[src/rtl/uart_tx_fifo_param_pkg.sv]
// Shared types and constants for the parametrised UART transmitter.
// Holds the FSM state encoding, the parity mode codes and the parity helper.
package uart_tx_fifo_param_pkg;

    typedef enum logic [2:0] {
        ST_IDLE,
        ST_START,
        ST_DATA,
        ST_PARITY,
        ST_STOP
    } uart_state_e;

    localparam int unsigned PARITY_NONE = 0;
    localparam int unsigned PARITY_ODD  = 1;
    localparam int unsigned PARITY_EVEN = 2;

    // Zero-extended data leaves the XOR unchanged, so 5..8 bit words share this.
    function automatic logic parity_bit(input logic [7:0] data, input int unsigned mode);
        return (mode == PARITY_ODD) ? ~^data : ^data;
    endfunction

endpackage

[src/rtl/uart_tx_fifo_param_if.sv]
// Valid/ready byte-producer handshake into the UART transmitter FIFO.
interface uart_tx_fifo_param_if #(
    parameter int unsigned DATA_BITS = 8
);
    logic [DATA_BITS-1:0] tx_data;
    logic                 tx_valid;
    logic                 tx_ready;

    modport master (output tx_data, output tx_valid, input  tx_ready);
    modport slave  (input  tx_data, input  tx_valid, output tx_ready);
endinterface

[src/rtl/uart_tx_fifo_param_fifo.sv]
// Small synchronous FIFO with a registered read port (data valid the cycle after pop).
module uart_sync_fifo #(
    parameter int unsigned WIDTH = 8,
    parameter int unsigned DEPTH = 4
) (
    input  logic                     clk,
    input  logic                     reset,
    input  logic                     push_i,
    input  logic [WIDTH-1:0]         data_i,
    input  logic                     pop_i,
    output logic [WIDTH-1:0]         data_o,
    output logic                     full_o,
    output logic                     empty_o,
    output logic [$clog2(DEPTH):0]   level_o
);
    localparam int unsigned PTR_W = $clog2(DEPTH);

    logic [WIDTH-1:0] mem_q [DEPTH];
    logic [PTR_W-1:0] wr_ptr_q;
    logic [PTR_W-1:0] rd_ptr_q;
    logic [PTR_W:0]   level_q;
    logic [WIDTH-1:0] data_q;
    logic             do_push;
    logic             do_pop;

    assign full_o  = (level_q == (PTR_W + 1)'(DEPTH));
    assign empty_o = (level_q == '0);
    assign do_push = push_i & ~full_o;
    assign do_pop  = pop_i & ~empty_o;
    assign data_o  = data_q;
    assign level_o = level_q;

    always_ff @(posedge clk) begin
        if (do_push) mem_q[wr_ptr_q] <= data_i;
    end

    // Pointers wrap naturally because DEPTH is a power of two.
    always_ff @(posedge clk or posedge reset) begin
        if (reset) begin
            wr_ptr_q <= '0;
            rd_ptr_q <= '0;
            level_q  <= '0;
            data_q   <= '0;
        end else begin
            if (do_push) wr_ptr_q <= wr_ptr_q + 1'b1;
            if (do_pop) begin
                rd_ptr_q <= rd_ptr_q + 1'b1;
                data_q   <= mem_q[rd_ptr_q];
            end
            case ({do_push, do_pop})
                2'b10:   level_q <= level_q + 1'b1;
                2'b01:   level_q <= level_q - 1'b1;
                default: level_q <= level_q;
            endcase
        end
    end

endmodule

[src/rtl/uart_tx_fifo_param.sv]
// Parametrised UART transmitter: baud divider, 5-8 data bits, optional parity,
// 1-2 stop bits, fed from a small FIFO behind a valid/ready handshake.
module uart_tx_fifo_param
    import uart_tx_fifo_param_pkg::*;
#(
    parameter int unsigned CLK_DIV    = 104,
    parameter int unsigned DATA_BITS  = 8,
    parameter int unsigned PARITY     = 0,
    parameter int unsigned STOP_BITS  = 1,
    parameter int unsigned FIFO_DEPTH = 4
) (
    input  logic                          clk,
    input  logic                          reset,
    uart_tx_fifo_param_if.slave           tx_if,
    output logic                          uart_tx,
    output logic                          busy,
    output logic [$clog2(FIFO_DEPTH):0]   fifo_level
);
    if (CLK_DIV < 2 || DATA_BITS < 5 || DATA_BITS > 8 || PARITY > 2 ||
        STOP_BITS < 1 || STOP_BITS > 2 || FIFO_DEPTH < 2 ||
        (FIFO_DEPTH & (FIFO_DEPTH - 1)) != 0) begin : g_param_check
        $error("uart_tx_fifo_param: illegal parameter combination");
    end

    localparam int unsigned        BAUD_W    = $clog2(CLK_DIV);
    localparam logic [BAUD_W-1:0]  BAUD_LAST = BAUD_W'(CLK_DIV - 1);

    uart_state_e          state_q, state_d;
    logic [BAUD_W-1:0]    baud_q, baud_d;
    logic [2:0]           bit_q, bit_d;
    logic [DATA_BITS-1:0] shift_q, shift_d;
    logic                 par_q, par_d;
    logic                 tx_q, tx_d;

    logic                 fifo_full;
    logic                 fifo_empty;
    logic                 fifo_pop;
    logic [DATA_BITS-1:0] fifo_data;
    logic                 baud_end;

    uart_sync_fifo #(
        .WIDTH (DATA_BITS),
        .DEPTH (FIFO_DEPTH)
    ) u_fifo (
        .clk     (clk),
        .reset   (reset),
        .push_i  (tx_if.tx_valid),
        .data_i  (tx_if.tx_data),
        .pop_i   (fifo_pop),
        .data_o  (fifo_data),
        .full_o  (fifo_full),
        .empty_o (fifo_empty),
        .level_o (fifo_level)
    );

    assign tx_if.tx_ready = ~fifo_full;
    assign uart_tx        = tx_q;
    assign busy           = (state_q != ST_IDLE) | (fifo_level != '0);
    assign baud_end       = (baud_q == BAUD_LAST);

    always_comb begin
        state_d  = state_q;
        baud_d   = baud_q;
        bit_d    = bit_q;
        shift_d  = shift_q;
        par_d    = par_q;
        fifo_pop = 1'b0;
        unique case (state_q)
            ST_IDLE: begin
                baud_d = '0;
                if (!fifo_empty) begin
                    fifo_pop = 1'b1;
                    state_d  = ST_START;
                end
            end
            ST_START: begin
                // The popped word lands in the FIFO read register one cycle
                // after the pop, i.e. on the first START cycle.
                if (baud_q == '0) begin
                    shift_d = fifo_data;
                    par_d   = parity_bit(8'(fifo_data), PARITY);
                end
                if (baud_end) begin
                    baud_d  = '0;
                    bit_d   = '0;
                    state_d = ST_DATA;
                end else begin
                    baud_d = baud_q + 1'b1;
                end
            end
            ST_DATA: begin
                if (baud_end) begin
                    baud_d  = '0;
                    shift_d = shift_q >> 1;
                    if (bit_q == 3'(DATA_BITS - 1)) begin
                        bit_d   = '0;
                        state_d = (PARITY != PARITY_NONE) ? ST_PARITY : ST_STOP;
                    end else begin
                        bit_d = bit_q + 1'b1;
                    end
                end else begin
                    baud_d = baud_q + 1'b1;
                end
            end
            ST_PARITY: begin
                if (baud_end) begin
                    baud_d  = '0;
                    bit_d   = '0;
                    state_d = ST_STOP;
                end else begin
                    baud_d = baud_q + 1'b1;
                end
            end
            ST_STOP: begin
                if (baud_end) begin
                    baud_d = '0;
                    if (bit_q == 3'(STOP_BITS - 1)) begin
                        bit_d = '0;
                        if (!fifo_empty) begin
                            fifo_pop = 1'b1;
                            state_d  = ST_START;
                        end else begin
                            state_d = ST_IDLE;
                        end
                    end else begin
                        bit_d = bit_q + 1'b1;
                    end
                end else begin
                    baud_d = baud_q + 1'b1;
                end
            end
            default: state_d = ST_IDLE;
        endcase
    end

    // Line level follows the current state one cycle later, uniformly for every bit.
    always_comb begin
        tx_d = 1'b1;
        unique case (state_q)
            ST_START:  tx_d = 1'b0;
            ST_DATA:   tx_d = shift_q[0];
            ST_PARITY: tx_d = par_q;
            default:   tx_d = 1'b1;
        endcase
    end

    always_ff @(posedge clk or posedge reset) begin
        if (reset) begin
            state_q <= ST_IDLE;
            baud_q  <= '0;
            bit_q   <= '0;
            shift_q <= '0;
            par_q   <= 1'b0;
            tx_q    <= 1'b1;
        end else begin
            state_q <= state_d;
            baud_q  <= baud_d;
            bit_q   <= bit_d;
            shift_q <= shift_d;
            par_q   <= par_d;
            tx_q    <= tx_d;
        end
    end

endmodule

[src/flat_wrapper.sv]
// flat-port wrapper written by rule: the top's interface ports become plain ports
module uart_tx_fifo_param_flat import uart_tx_fifo_param_pkg::*;
#(
    parameter int unsigned CLK_DIV    = 104,
    parameter int unsigned DATA_BITS  = 8,
    parameter int unsigned PARITY     = 0,
    parameter int unsigned STOP_BITS  = 1,
    parameter int unsigned FIFO_DEPTH = 4
)
  (clk, reset, uart_tx, busy, fifo_level, tx_if_tx_data, tx_if_tx_valid, tx_if_tx_ready);
  uart_tx_fifo_param_if #(.DATA_BITS(DATA_BITS)) tx_if_i ();
  input  logic clk;
  input  logic reset;
  output logic uart_tx;
  output logic busy;
  output logic [$clog2(FIFO_DEPTH):0] fifo_level;
  input wire logic [$bits(tx_if_i.tx_data)-1:0] tx_if_tx_data;
  input wire logic [$bits(tx_if_i.tx_valid)-1:0] tx_if_tx_valid;
  output wire logic [$bits(tx_if_i.tx_ready)-1:0] tx_if_tx_ready;
  assign tx_if_i.tx_data = tx_if_tx_data;
  assign tx_if_i.tx_valid = tx_if_tx_valid;
  assign tx_if_tx_ready = tx_if_i.tx_ready;
  uart_tx_fifo_param #(.CLK_DIV(CLK_DIV), .DATA_BITS(DATA_BITS), .PARITY(PARITY), .STOP_BITS(STOP_BITS), .FIFO_DEPTH(FIFO_DEPTH)) u_core (.clk(clk), .reset(reset), .tx_if(tx_if_i), .uart_tx(uart_tx), .busy(busy), .fifo_level(fifo_level));
endmodule
[config.mk]
export PLATFORM = sky130hd
export DESIGN_NAME = uart_tx_fifo_param_flat
export DESIGN_NICKNAME = d
export VERILOG_FILES = /design/src/rtl/uart_tx_fifo_param_pkg.sv /design/src/rtl/uart_tx_fifo_param_if.sv /design/src/rtl/uart_tx_fifo_param_fifo.sv /design/src/rtl/uart_tx_fifo_param.sv /design/src/flat_wrapper.sv
export SDC_FILE = /design/constraint.sdc
export NUM_CORES = 1
export LEC_CHECK = 0
export CORE_MARGIN = 1.5
export CORE_UTILIZATION = 55
export DETAILED_ROUTE_END_ITERATION = 8
export MAX_ROUTING_LAYER = met4
export PLACE_DENSITY_LB_ADDON = 0.2
export SYNTH_ARGS = -nofsm -noshare
export SYNTH_HDL_FRONTEND = slang
export SYNTH_HIERARCHICAL = 1
export SYNTH_SLANG_ARGS = --single-unit
[constraint.sdc]
create_clock -name clk -period 6.1 [get_ports clk]
set_input_delay 0.61 -clock clk [delete_from_list [all_inputs] [get_ports clk]]
set_output_delay 0.61 -clock clk [all_outputs]
set_load 0.01 [all_outputs]
-- After elaboration in Yosys (flattened, before gate mapping)
Memories as Yosys holds them, arrays and structs flattened. A register that Yosys moved wholly into a read port is not among the register bits.
Cells that the tools add are included.
- memories: 1
- bits in registers: 30
- input bits: 11
- bits in latches: 0
- logic and storage cells: 84
- bits in read-only memories: 0
- bits in writable memories: 32
- output and inout bits: 6
- div/mod/pow operators: 0
- bitwise gates (word level): 5
- add/sub/neg operators: 6
- muxes and demuxes: 28
- magnitude comparators: 0
- multiply operators: 0
- equal/unequal tests: 18
- shift operators: 0
- reductions and logical operators: 17
- memory list (memory ; words ; bits a word ; rd ports ; clocked after memory_dff ; wr ports ; RTL line ; RTL):
    u_core.u_fifo.mem_q ; 4 ; 8 ; 1 ; 1 ; 1 ; uart_tx_fifo_param_fifo.sv:18 ; logic [WIDTH-1:0] mem_q [DEPTH];
- operator list (kind ; count):
    $mux 3 ; 12
    $mux 8 ; 2
    $ne 2x1->1 const B ; 8
    $pmux 8 s2 ; 1
    $pmux 3 s5 ; 1
    $pmux 7 s2 ; 1
    $eq 3x3->1 const B ; 3
    $logic_not 3->1 ; 3
    $pmux 3 s3 ; 1
    $reduce_bool 3->1 ; 3
    $reduce_xor 8->1 ; 1
    $add 7x1->7 const B ; 1
    $eq 7x7->1 const B ; 1
    $logic_not 7->1 ; 1
    $mux 7 ; 1
    $reduce_and 7->1 ; 1
    $add 3x1->3 const B ; 2
    $eq 3x2->1 const B ; 2
    $mux 1 ; 6
    $pmux 3 s2 ; 1
    $reduce_bool 2->1 ; 3
    $add 2x1->2 const B ; 2
    $reduce_and 4->1 ; 1
    $reduce_or 4->1 ; 1
    13 further kinds ; 15

-- Longest topological paths before layout
Gate-level depths: netlist of run 1.
- depth in word-level cells: 8
- depth in mapped cells: 13
- gate-level depth less buffers: 13

-- Hierarchy
The synthesis of run 1 kept the hierarchy.
- by module, submodules not included (module ; area an instance (µm²) ; cells an instance ; sequential area each (µm²) ; times used):
    uart_sync_fifo ; 1886.8 ; 113 ; 1336.3 ; 1
    uart_tx_fifo_param ; 1373.8 ; 140 ; 576.8 ; 1

-- Least setup slack after synthesis of run 1
OpenSTA, ideal clock, no wires.
- path kind: register to register
- start point: register u_core.baud_q[3]
- end point: register u_core.u_fifo.level_q[2], in the netlist u_core/u_fifo/level_o[2]
- stages on the path, launching flop included: 13
- slack: 3.224 ns
- buffers on the path: 1
- library setup time: 0.080 ns
- arrival: 2.796 ns
- period minus slack after synthesis: 2.876 ns
- required time: 6.020 ns
- cell sequence: dfrtp_1 -> buf_6 -> or3b_4 -> o31ai_1 -> nor4b_2 -> o31ai_4 -> inv_4 -> ha_1 -> inv_1 -> fa_1 -> xor2_1 -> nor2_1 -> xor2_1
- longest elaborated chain between the ends: 6
- elaborated cells on any way between the ends: 8
- classes of those cells: eq/ne (3); mux (3); bitwise (1); reduce/logical (1)
- RTL lines (item ; RTL line ; RTL):
    from (decl) ; uart_tx_fifo_param.sv:29 ; logic [BAUD_W-1:0] baud_q, baud_d;
    from (signal assigned) ; uart_tx_fifo_param.sv:157 ; baud_q <= baud_d;
    $eq 7x7->1 * ; uart_tx_fifo_param.sv:59 ; assign baud_end = (baud_q == BAUD_LAST);
    $mux 1 * ; uart_tx_fifo_param.sv:115 ; if (baud_end) begin
    $pmux 1 s2 * ; uart_tx_fifo_param.sv:68 ; unique case (state_q)
    named net u_core.fifo_pop ; uart_tx_fifo_param.sv:37 ; logic fifo_pop;
    $and 1x1->1 * ; uart_tx_fifo_param_fifo.sv:29 ; assign do_pop = pop_i & ~empty_o;
    named net u_core.u_fifo.do_pop ; uart_tx_fifo_param_fifo.sv:24 ; logic do_pop;
    $eq 2x1->1 / $eq 2x2->1 (equally long branches) ; uart_tx_fifo_param_fifo.sv:50 ; case ({do_push, do_pop})
    $pmux 3 s2 / $reduce_bool 2->1 (equally long branches) ; -- ;
    to (signal assigned) ; uart_tx_fifo_param_fifo.sv:51 ; 2'b10: level_q <= level_q + 1'b1;
    to (signal assigned) ; uart_tx_fifo_param_fifo.sv:52 ; 2'b01: level_q <= level_q - 1'b1;
    to (signal assigned) ; uart_tx_fifo_param_fifo.sv:53 ; default: level_q <= level_q;
    to (decl) ; uart_tx_fifo_param_fifo.sv:21 ; logic [PTR_W:0] level_q;
The timed path passes the listed nets; every way through them passes the cells marked *.
A chain may end at the register's enable or synchronous reset.

-- Worst setup path after layout of run 1
Same ends and word-level chain as after synthesis.

==> results of run 1 <==
-- worst register-to-register path: stages (launching register included) --
cell     delay [ps]
dfrtp_1         480
or3b_4          450
o31ai_1         280
nor4b_2         430
o31ai_4         240
inv_4           170
ha_1            190
inv_1            70
fa_1            380
xor2_1          150
nor2_1          100
xor2_1          140
-- registers in the layout, summed over array words and instances (netlist names) --
register / count
u_core/shift_q: 8
u_core/u_fifo/wr_ptr_q: 2
u_core/state_q: 3
u_core/baud_q: 7
u_core/bit_q: 3
u_core/u_fifo/mem_q: 32
u_core/par_q: 1
u_core/u_fifo/data_o: 8
u_core/u_fifo/level_o: 3
u_core/u_fifo/rd_ptr_q: 2
u_core/uart_tx: 1
-- how the worst max path moves through the flow --
stage / startpoint / end / slack, ps / cells after the start
after global placement: u_core/baud_q[3]$_DFFE_PP0P_ / u_core/u_fifo/level_o[2]$_DFFE_PP0P_ / 3070 / 11
after CTS: u_core/baud_q[3]$_DFFE_PP0P_ / u_core/u_fifo/level_o[2]$_DFFE_PP0P_ / 2920 / 11
after floorplan: u_core/baud_q[3]$_DFFE_PP0P_ / u_core/u_fifo/level_o[2]$_DFFE_PP0P_ / 3220 / 12
after detailed placement: u_core/baud_q[3]$_DFFE_PP0P_ / u_core/u_fifo/level_o[2]$_DFFE_PP0P_ / 2940 / 11
final: u_core/baud_q[3]$_DFFE_PP0P_ / u_core/u_fifo/level_o[2]$_DFFE_PP0P_ / 2940 / 11
after global routing: u_core/baud_q[3]$_DFFE_PP0P_ / u_core/u_fifo/level_o[2]$_DFFE_PP0P_ / 2680 / 11
-- cell usage in the layout (no fill, tap or decap), drive strengths merged, types with 2 or more instances in the layout --
master         instances
nor2                  11
and2                   4
a21oi                  6
nor2b                  2
clkdlybuf4s50         16
nor3b                  3
or4                    2
o21ai                  8
mux2i                  2
or3                    2
inv                   24
ha                    10
nor3                   5
mux4                   8
xnor2                 12
nand3                  5
nand2b                 2
edfxtp                32
clkbuf                 9
o31ai                  3
xor2                   2
mux2                  16
a31oi                  2
dfrtp                 37
nand2                 36
-- routing by layer --
metal  vias to the layer above  track usage
met3                         8       0.0446
met4                         0       0.0931
met1                       937        0.253
met2                        40        0.314
met5                         -            -
li1                        939            -
-- report_power, final --
| part | internal (mW) | switching (mW) | total (mW) |
|---|---|---|---|
| clock | 0.156 | 0.196 | 0.352 |
| combinational | 0.262 | 0.194 | 0.456 |
| sequential | 0.642 | 0.145 | 0.786 |
-- metrics by stage --
| stage | hold slack, ps | instance area, um2 | utilization |
|---|---|---|---|
| 4_1_cts | 500 | 3640 | 0.650 |
| 3_5_place_dp | 481 | 3460 | 0.617 |
| 2_1_floorplan | 453 | 3260 | - |
| 3_3_place_gp | 485 | 3460 | 0.617 |
| 6_report | 496 | 3640 | 0.650 |
| 5_1_grt | 512 | 3640 | 0.650 |
-- cell families (layout without fill, tap and decap cells) --
| logic type | after synthesis | in the layout | share of synthesized area |
|---|---|---|---|
| compound gates | 28 | 28 | 0.0595 |
| xor+xnor | 14 | 14 | 0.0376 |
| fa+ha+maj | 11 | 11 | 0.0445 |
| buf+inv | 27 | 50 | 0.0372 |
| flops | 70 | 70 | 0.587 |
| mux | 26 | 26 | 0.117 |
| simple gates | 77 | 77 | 0.118 |
-- cell type report --
type | instances | area [um2] | share of cell area
Inverter | 18 | 70.1 | 0.0192
Tap cell | 72 | 90.1 | 0.0247
Timing Repair Buffer | 16 | 160 | 0.0440
Clock buffer | 9 | 124 | 0.0340
Clock inverter | 7 | 60.1 | 0.0165
Multi-Input combinational cell | 156 | 1230 | 0.337
Sequential cell | 70 | 1910 | 0.525
==> reports/metrics.cfg, run 1 <==
[status]
outcome = finished clean

[critical_path]
crit_chain = or3b_4, o31ai_1, nor4b_2, o31ai_4, inv_4, ha_1, inv_1, fa_1, xor2_1, nor2_1, xor2_1
crit_family = simple AND/OR/NAND/NOR gates
r2r-end = u_core/u_fifo/level_o[2]$_DFFE_PP0P_
cp_slowest_cell = dfrtp_1
endpoint_kind = register
reg2regPathDepth = 11
critPathBufInv = 2
critPathKind = register to register
cp_common_cell = xor2_1
reg2reg_slack_ps = 2940
reg2reg_from = u_core/baud_q[3]$_DFFE_PP0P_
crit_fanout = 10
required_ps = 6370
worst_setup_path_start_kind = register
cp.arrival_ps = 3430
cpPeakStageDelay_ps = 480

[routing]
antenna_left = 0
highest_layer = met4
avgRoutedWirePerCell_um = 15.5
firstDrtPassIters = 4
vias = 1924
wl_met2_um = 2670
routed_wl_um = 5400
drcViolationCount = 0
drt-met1-wl_um = 2470
drtIter0Drc = 136
via_per_inst = 5.53
wl_met3_um = 167

[timing]
slew_headroom = 0.416
fin_skew_ps = 9.69
min_period_ps = 3160
fmax_mhz = 316
final_hold_viol_count = 0
setup_tns_ps = 0
setup_viol = 0
fin_ws_ps = 2940
fin_crit_sh = 0.518
worst_slew_pin_slew_ps = 875
rsz0062_at_grt = false
maxSlewViolCount = 0

[placed_design]
gp_congestion = 0.751
placed_cells_incl_taps = 332
pre_cts_ws_ps = 2940
io_buffers = 16
hpwlAfterDp_um = 3800

[yosys]
netlist_top_cells_count = dfrtp_1, nand2_1, edfxtp_1
synth_enable_flop_cells = 32
synth_top_flop_cell = dfrtp_1
synth_cell_types = 48
synth_top_area_share = 0.295
synth.most_common_cell = dfrtp_1
syn_inst = 253
yosysSeqAreaShare = 0.587
postSynth.asyncResetShare = 0.543
yosysTopAreaCell = edfxtp_1
yosysWarnings = 6
syn_nets = 275
synth.avg_cell_area_um2 = 12.9
ys_ff_latch = 70
netlist_area_um2 = 3260
synth.area.top_cells = edfxtp_1, dfrtp_1, mux4_2, mux2_2, nand2_1

[die]
ioPinCount = 17
dieArea_um2 = 6400
row_count = 27
dieHeight_um = 80.0
start_util = 0.581
core_um2 = 5610
die_w_um = 80.0

[clock_network]
clockBufferDepth = 2
clkSlewWorstSetupHoldPaths_ps = 80
numCtsBuffers = 9
h-tree-depth = 3
cts_setup_buffers = 0
root_buffer = clkbuf_8
cts_resized = 0
holdBufCountCts = 0
clkLatencyLatePin_ps = 350
tritoncts = done
numClockSinks = 70

[final_layout]
n_fill_cell = 431
layout.nets = 293
syn_to_final_growth_pct = 11.7
fin_cells = 348
drive_gt1_frac = 0.174
antennaDiodeCount = 0

[hold_path]
hold_path_class = register to register
hold_depth = 1
hold_end = u_core/shift_q[0]$_DFFE_PP0P_
hold_start = u_core/shift_q[0]$_DFFE_PP0P_

[global_route]
grt_max_degree = 24
grt_usage = 0.202
grt_pass1_wl_um = 9290
grt_pass1_vias = 1956
overflow = 0
antenna_found_initial = 0

[job]
max-cap-violations = 0

[power]
vdd_ir_drop_max_mv = 0.264
leakagePower_nw = 1.47
cellPowerDensity_nw_per_um2 = 437
p_total_mw = 1.59

No activity file was read; power rests on OpenSTA's default activity.
==> run 2: changes to the inputs <==
CORE_UTILIZATION = 53   (was 55)
clock period = 2.8 ns   (was 6.1 ns; I/O delays follow)
==> reports/metrics.cfg, run 2 (synthesized netlist as in run 1, its figures left out) <==
[clock_network]
h-tree-depth = 3  ; unchanged
numClockSinks = 70  ; unchanged
numCtsBuffers = 9  ; unchanged
clockBufferDepth = 2  ; unchanged
tritoncts = done
clkSlewWorstSetupHoldPaths_ps = 80  ; about the same
root_buffer = clkbuf_8
clkLatencyLatePin_ps = 350  ; about the same

[routing]
via_per_inst = 5.38  ; -2.6%
antenna_left = 0  ; unchanged
vias = 1949  ; +1.3%
drcViolationCount = 0  ; unchanged
routed_wl_um = 5640  ; +4.5%
drtIter0Drc = 116  ; -15%
avgRoutedWirePerCell_um = 15.6  ; +0.43%
firstDrtPassIters = 4  ; unchanged

[status]
outcome = finished clean

[global_route]
grt_pass1_vias = 1911  ; -2.3%
use_met3 = 0.0533  ; +0.00876
antenna_found_initial = 0  ; unchanged
grt_usage = 0.197  ; -0.00475
grt_max_degree = 24  ; unchanged
grt_use_met2 = 0.297  ; -0.0176
grt_pass1_wl_um = 9090  ; -2.2%
grt_busiest_layer = met2
grtUsageMet1 = 0.249  ; -0.00438
overflow = 0  ; unchanged

[placed_design]
io_buffers = 16  ; unchanged
hpwlAfterDp_um = 3710  ; -2.4%
placed_area_um2 = 3530  ; +2.0%
gp_congestion = 0.788  ; +4.8%

[critical_path]
cp.arrival_ps = 2990  ; -440 ps
crit_fanout = 4  ; -6
reg2reg_from = u_core/baud_q[6]$_DFFE_PP0P_
endpoint_kind = register
crit_family = simple AND/OR/NAND/NOR gates
critPathKind = register to register
worstSetupPathDepth = 11  ; unchanged
reg2regPathDepth = 11  ; unchanged
critPathBufInv = 2  ; unchanged
reg2reg_slack_ps = 80  ; -2850 ps
required_ps = 3080  ; -3290 ps
crit_start = u_core/baud_q[6]$_DFFE_PP0P_
crit_chain = or3b_4, o31ai_4, nor4b_4, o31ai_4, inv_4, ha_2, inv_1, fa_1, xor2_1, nor2_1, xor2_1
worst_setup_path_start_kind = register
cpPeakStageDelay_ps = 420  ; -60 ps
cp_slowest_cell = or3b_4

[final_layout]
n_fill_cell = 456  ; +5.8%
regArea_um2 = 1910  ; about the same
layout.nets = 304  ; +3.8%
largest_register_ffs = 32  ; unchanged
layout_commonest_cell = dfrtp_1
antennaDiodeCount = 0  ; unchanged
final_cell_mix = dfrtp_1, nand2_1, edfxtp_1, inv_1, clkdlybuf4s50_1
regMostFlops = u_core/u_fifo/mem_q
syn_to_final_growth_pct = 17.4
design_area_um2 = 3830  ; +5.0%
multiInputGateArea_um2 = 1280  ; +4.3%
drive_gt1_frac = 0.230  ; +0.0561

[timing]
min_period_ps = 2720  ; -447 ps
fin_skew_ps = 7.63  ; -2.07 ps
fin_crit_sh = 0.970  ; +0.451
worst_slew_pin_slew_ps = 878  ; +2.43 ps
hold_slack_ps = 319  ; -176 ps
maxSlewViolCount = 0  ; unchanged
slew_headroom = 0.414  ; -0.00162
fmax_mhz = 368  ; +16%
setup_viol = 0  ; unchanged
final_hold_viol_count = 0  ; unchanged

[power]
switching_share = 0.318  ; -0.0172
p_switching_mw = 1.18  ; +120%
vdd_ir_drop_max_mv = 0.724  ; +170%
cellPowerDensity_nw_per_um2 = 972  ; +120%
power_frac_comb = 0.298  ; +0.012
leakagePower_nw = 1.55  ; +5.6%
p_int_mw = 2.54  ; +140%
p_seq_frac = 0.452  ; -0.041
p_clk_frac = 0.250  ; +0.029

[die]
ioPinCount = 17  ; unchanged
die_w_um = 81.4  ; +1.8%
row_count = 28  ; +3.7%
dieArea_um2 = 6630  ; +3.6%
start_util = 0.551  ; -0.0307
core_um2 = 5920  ; +5.6%
dieHeight_um = 81.4  ; +1.8%

[job]
max-cap-violations = 0  ; unchanged

[hold_path]
hold_path_class = input port to async pin

run 2: power groups by stage:
stage | Sequential, mW | Clock, mW | Combinational, mW
global route | 1.73 | 0.993 | 1.23
detailed placement | 1.70 | 0 | 1.08
global placement | 1.68 | 0 | 1.07
CTS | 1.68 | 0.949 | 1.09
finish | 1.68 | 0.931 | 1.11
floorplan | 1.60 | 0 | 0.875
run 2: metal layers:
metal	vias up	share of wire
li1	961	-
met1	960	0.47
met2	23	0.49
met3	5	0.028
met4	0	0.017
met5	-	0
run 2: repair_timing:
| item | in CTS | in global routing |
|---|---|---|
| setup buffers | 0 | 4 |
| resized for setup | 0 | 8 |
| endpoints found under the setup margin | 0 | 1 |
| hold buffers | 0 | 0 |
run 2: final timing paths:
path | to
worst max-delay path | u_core/u_fifo/level_o[2]$_DFFE_PP0P_
worst min-delay path | u_core/u_fifo/level_o[2]$_DFFE_PP0P_
worst max register to register | u_core/u_fifo/level_o[2]$_DFFE_PP0P_
worst min register to register | u_core/shift_q[0]$_DFFE_PP0P_
max in group asynchronous | u_core/baud_q[0]$_DFFE_PP0P_
min in group clk | u_core/shift_q[0]$_DFFE_PP0P_
run 2: cell type report:
| class | instances | share of cell area |
|---|---|---|
| flip-flops and latches | 70 | 0.500 |
| inverters | 18 | 0.0183 |
| well taps | 75 | 0.0245 |
| multi-input cells | 156 | 0.334 |
| clock buffers | 9 | 0.0324 |
| clock inverters | 7 | 0.0271 |
| repair buffers | 27 | 0.0634 |
run 2: per-stage QoR:
| step | util | std cells | setup TNS (ps) | power (mW) | setup slack, ps |
|---|---|---|---|---|---|
| 6_report | 0.646 | 362 | 0 | 3.72 | 85.0 |
| 5_1_grt | 0.646 | 362 | -45.0 | 3.95 | -45.0 |
| 4_1_cts | 0.635 | 358 | 0 | 3.72 | 25.1 |
| 3_5_place_dp | 0.596 | 342 | 0 | 2.78 | 104 |
| 3_3_place_gp | 0.596 | 342 | 0 | 2.75 | 180 |
| 2_1_floorplan | - | 253 | 0 | 2.47 | 26.6 |
==> run 3: changes to the inputs <==
CTS_CLUSTER_SIZE = 24   (was unset)
SETUP_SLACK_MARGIN = 0.4   (was unset)
==> reports/metrics.cfg, run 3 (synthesized netlist as in run 1, its figures left out) <==
[routing]
routed_wl_um = 5740  ; +1.8%
firstDrtPassIters = 5  ; +1
antenna_left = 0  ; unchanged
drcViolationCount = 0  ; unchanged
avgRoutedWirePerCell_um = 15.6  ; +0.13%
drtIter0Drc = 101  ; -13%
vias = 1987  ; +1.9%
via_per_inst = 5.40  ; +0.29%

[placed_design]
gp_congestion = 0.789  ; +0.13%
io_buffers = 16  ; unchanged
placed_cells_incl_taps = 341  ; -0.29%
hpwlAfterDp_um = 3720  ; +0.21%
placed_area_um2 = 3550  ; +0.46%
pre_cts_ws_ps = 160  ; +55.8 ps

[timing]
maxSlewViolCount = 0  ; unchanged
setup_tns_ps = 0  ; unchanged
hold_slack_ps = 339  ; +19.9 ps
fin_skew_ps = 5.40  ; -2.23 ps
min_period_ps = 2550  ; -160 ps
slew_headroom = 0.391  ; -0.0228
worst_slew_pin_slew_ps = 912  ; +34.1 ps
rsz0062_at_grt = true
fin_ws_ps = 245  ; +160 ps
fmax_mhz = 391  ; +6.3%
final_hold_viol_count = 0  ; unchanged
setup_viol = 0  ; unchanged
fin_crit_sh = 0.912  ; -0.0572

[final_layout]
antennaDiodeCount = 0  ; unchanged
drive_gt1_frac = 0.253  ; +0.0226
layout_commonest_cell = nand2_1
largest_register_ffs = 32  ; unchanged
design_area_um2 = 3840  ; +0.29%
final_util = 0.648  ; +0.00190
syn_to_final_growth_pct = 17.7
layout.nets = 310  ; +2.0%
regMostFlops = u_core/u_fifo/mem_q
final_cell_mix = nand2_1, dfrtp_1, edfxtp_1, buf_4, inv_1
n_fill_cell = 451  ; -1.1%
fin_cells = 368  ; +1.7%

[global_route]
overflow = 0  ; unchanged
grt_max_degree = 24  ; unchanged
grt_pass1_wl_um = 9420  ; +3.6%
grt_pass1_vias = 1943  ; +1.7%
antenna_found_initial = 0  ; unchanged
grt_usage = 0.203  ; +0.00581

[critical_path]
reg2reg_from = u_core/baud_q[4]$_DFFE_PP0P_
cp_slowest_cell = dfrtp_2
required_ps = 3070  ; about the same
crit_start = u_core/baud_q[4]$_DFFE_PP0P_
crit_fanout = 2  ; -2
critPathKind = register to register
crit_family = simple AND/OR/NAND/NOR gates
cpPeakStageDelay_ps = 410  ; about the same
cp.arrival_ps = 2830  ; -160 ps
endpoint_kind = register
worst_setup_path_start_kind = register
crit_chain = or3b_4, o31ai_4, nor4b_4, o31ai_4, inv_4, ha_4, inv_2, fa_2, xor2_1, nor2_1, xor2_1
critPathBufInv = 2  ; unchanged

[die]
row_count = 28  ; unchanged
dieHeight_um = 81.4  ; unchanged
ioPinCount = 17  ; unchanged
start_util = 0.551  ; unchanged
die_w_um = 81.4  ; unchanged
core_um2 = 5920  ; unchanged
dieArea_um2 = 6630  ; unchanged

[power]
cellPowerDensity_nw_per_um2 = 938  ; -3.5%
leakagePower_nw = 1.56  ; +0.55%
p_total_mw = 3.60  ; -3.2%
vdd_ir_drop_max_mv = 0.537  ; -26%

[clock_network]
root_buffer = clkbuf_8
numClockSinks = 70  ; unchanged
h-tree-depth = 3  ; unchanged
clkSlewWorstSetupHoldPaths_ps = 80  ; about the same
numCtsBuffers = 9  ; unchanged
holdBufCountCts = 0  ; unchanged
clkLatencyLatePin_ps = 350  ; about the same
clockBufferDepth = 2  ; unchanged
tritoncts = done

[job]
max-cap-violations = 0  ; unchanged

[hold_path]
hold_path_class = input port to async pin

[status]
outcome = finished clean

-- run 3: cell types whose count changed in the layout (fill, tap and decap cells not counted), sizes merged --
cell,before,now
bufinv,2,0
inv,21,22
dlymetal6s2s,0,1
buf,11,17
clkdlybuf4s50,16,15
clkinvlp,0,1
-- run 3: report_power, final --
group | switching (mW) | internal, mW | leakage, nW
Sequential | 0.272 | 1.40 | 0.757
Clock | 0.431 | 0.343 | 0.0943
Combinational | 0.506 | 0.649 | 0.705
-- run 3: area by class of cell --
class	instances	area [um2]	area share
Tap cell	75	93.8	0.0244
Clock buffer	9	124	0.0323
Clock inverter	7	65.1	0.0169
Timing Repair Buffer	33	290	0.0756
Multi-Input combinational cell	156	1280	0.333
Inverter	18	70.1	0.0183
Sequential cell	70	1920	0.499
-- run 3: worst register-to-register path, cell delays in order, from the launching register on --
cell     delay (ps)
dfrtp_2         410
or3b_4          390
o31ai_4         260
nor4b_4         300
o31ai_4         140
inv_4            80
ha_4            120
inv_2            30
fa_2            330
xor2_1          150
nor2_1          110
xor2_1          150
-- run 3: worst paths after layout --
path | end | cells past startpoint | slack [ps]
worst max-delay path | u_core/u_fifo/level_o[2]$_DFFE_PP0P_ | 11 | 250
worst min-delay path | u_core/u_fifo/data_o[5]$_DFFE_PP0P_ | 2 | 340
worst max register to register | u_core/u_fifo/level_o[2]$_DFFE_PP0P_ | 11 | 250
worst min register to register | u_core/shift_q[0]$_DFFE_PP0P_ | 1 | 500
max in group asynchronous | u_core/state_q[2]$_DFFE_PP0P_ | 2 | 1710
min in group clk | u_core/shift_q[0]$_DFFE_PP0P_ | 1 | 500
-- run 3: what timing repair did --
action	CTS	global route
pin swaps	3	0
buffers inserted	8	3
endpoints found under the setup margin	3	3
resized for setup	5	2
endpoints found under the hold margin	0	0
-- run 3: routing by layer --
layer	GRT usage	part of all wire	vias to the layer above
li1	-	-	967
met1	0.262	0.45	960
met2	0.309	0.48	51
met3	0.0533	0.049	9
met4	0.0776	0.014	0
met5	-	0	-
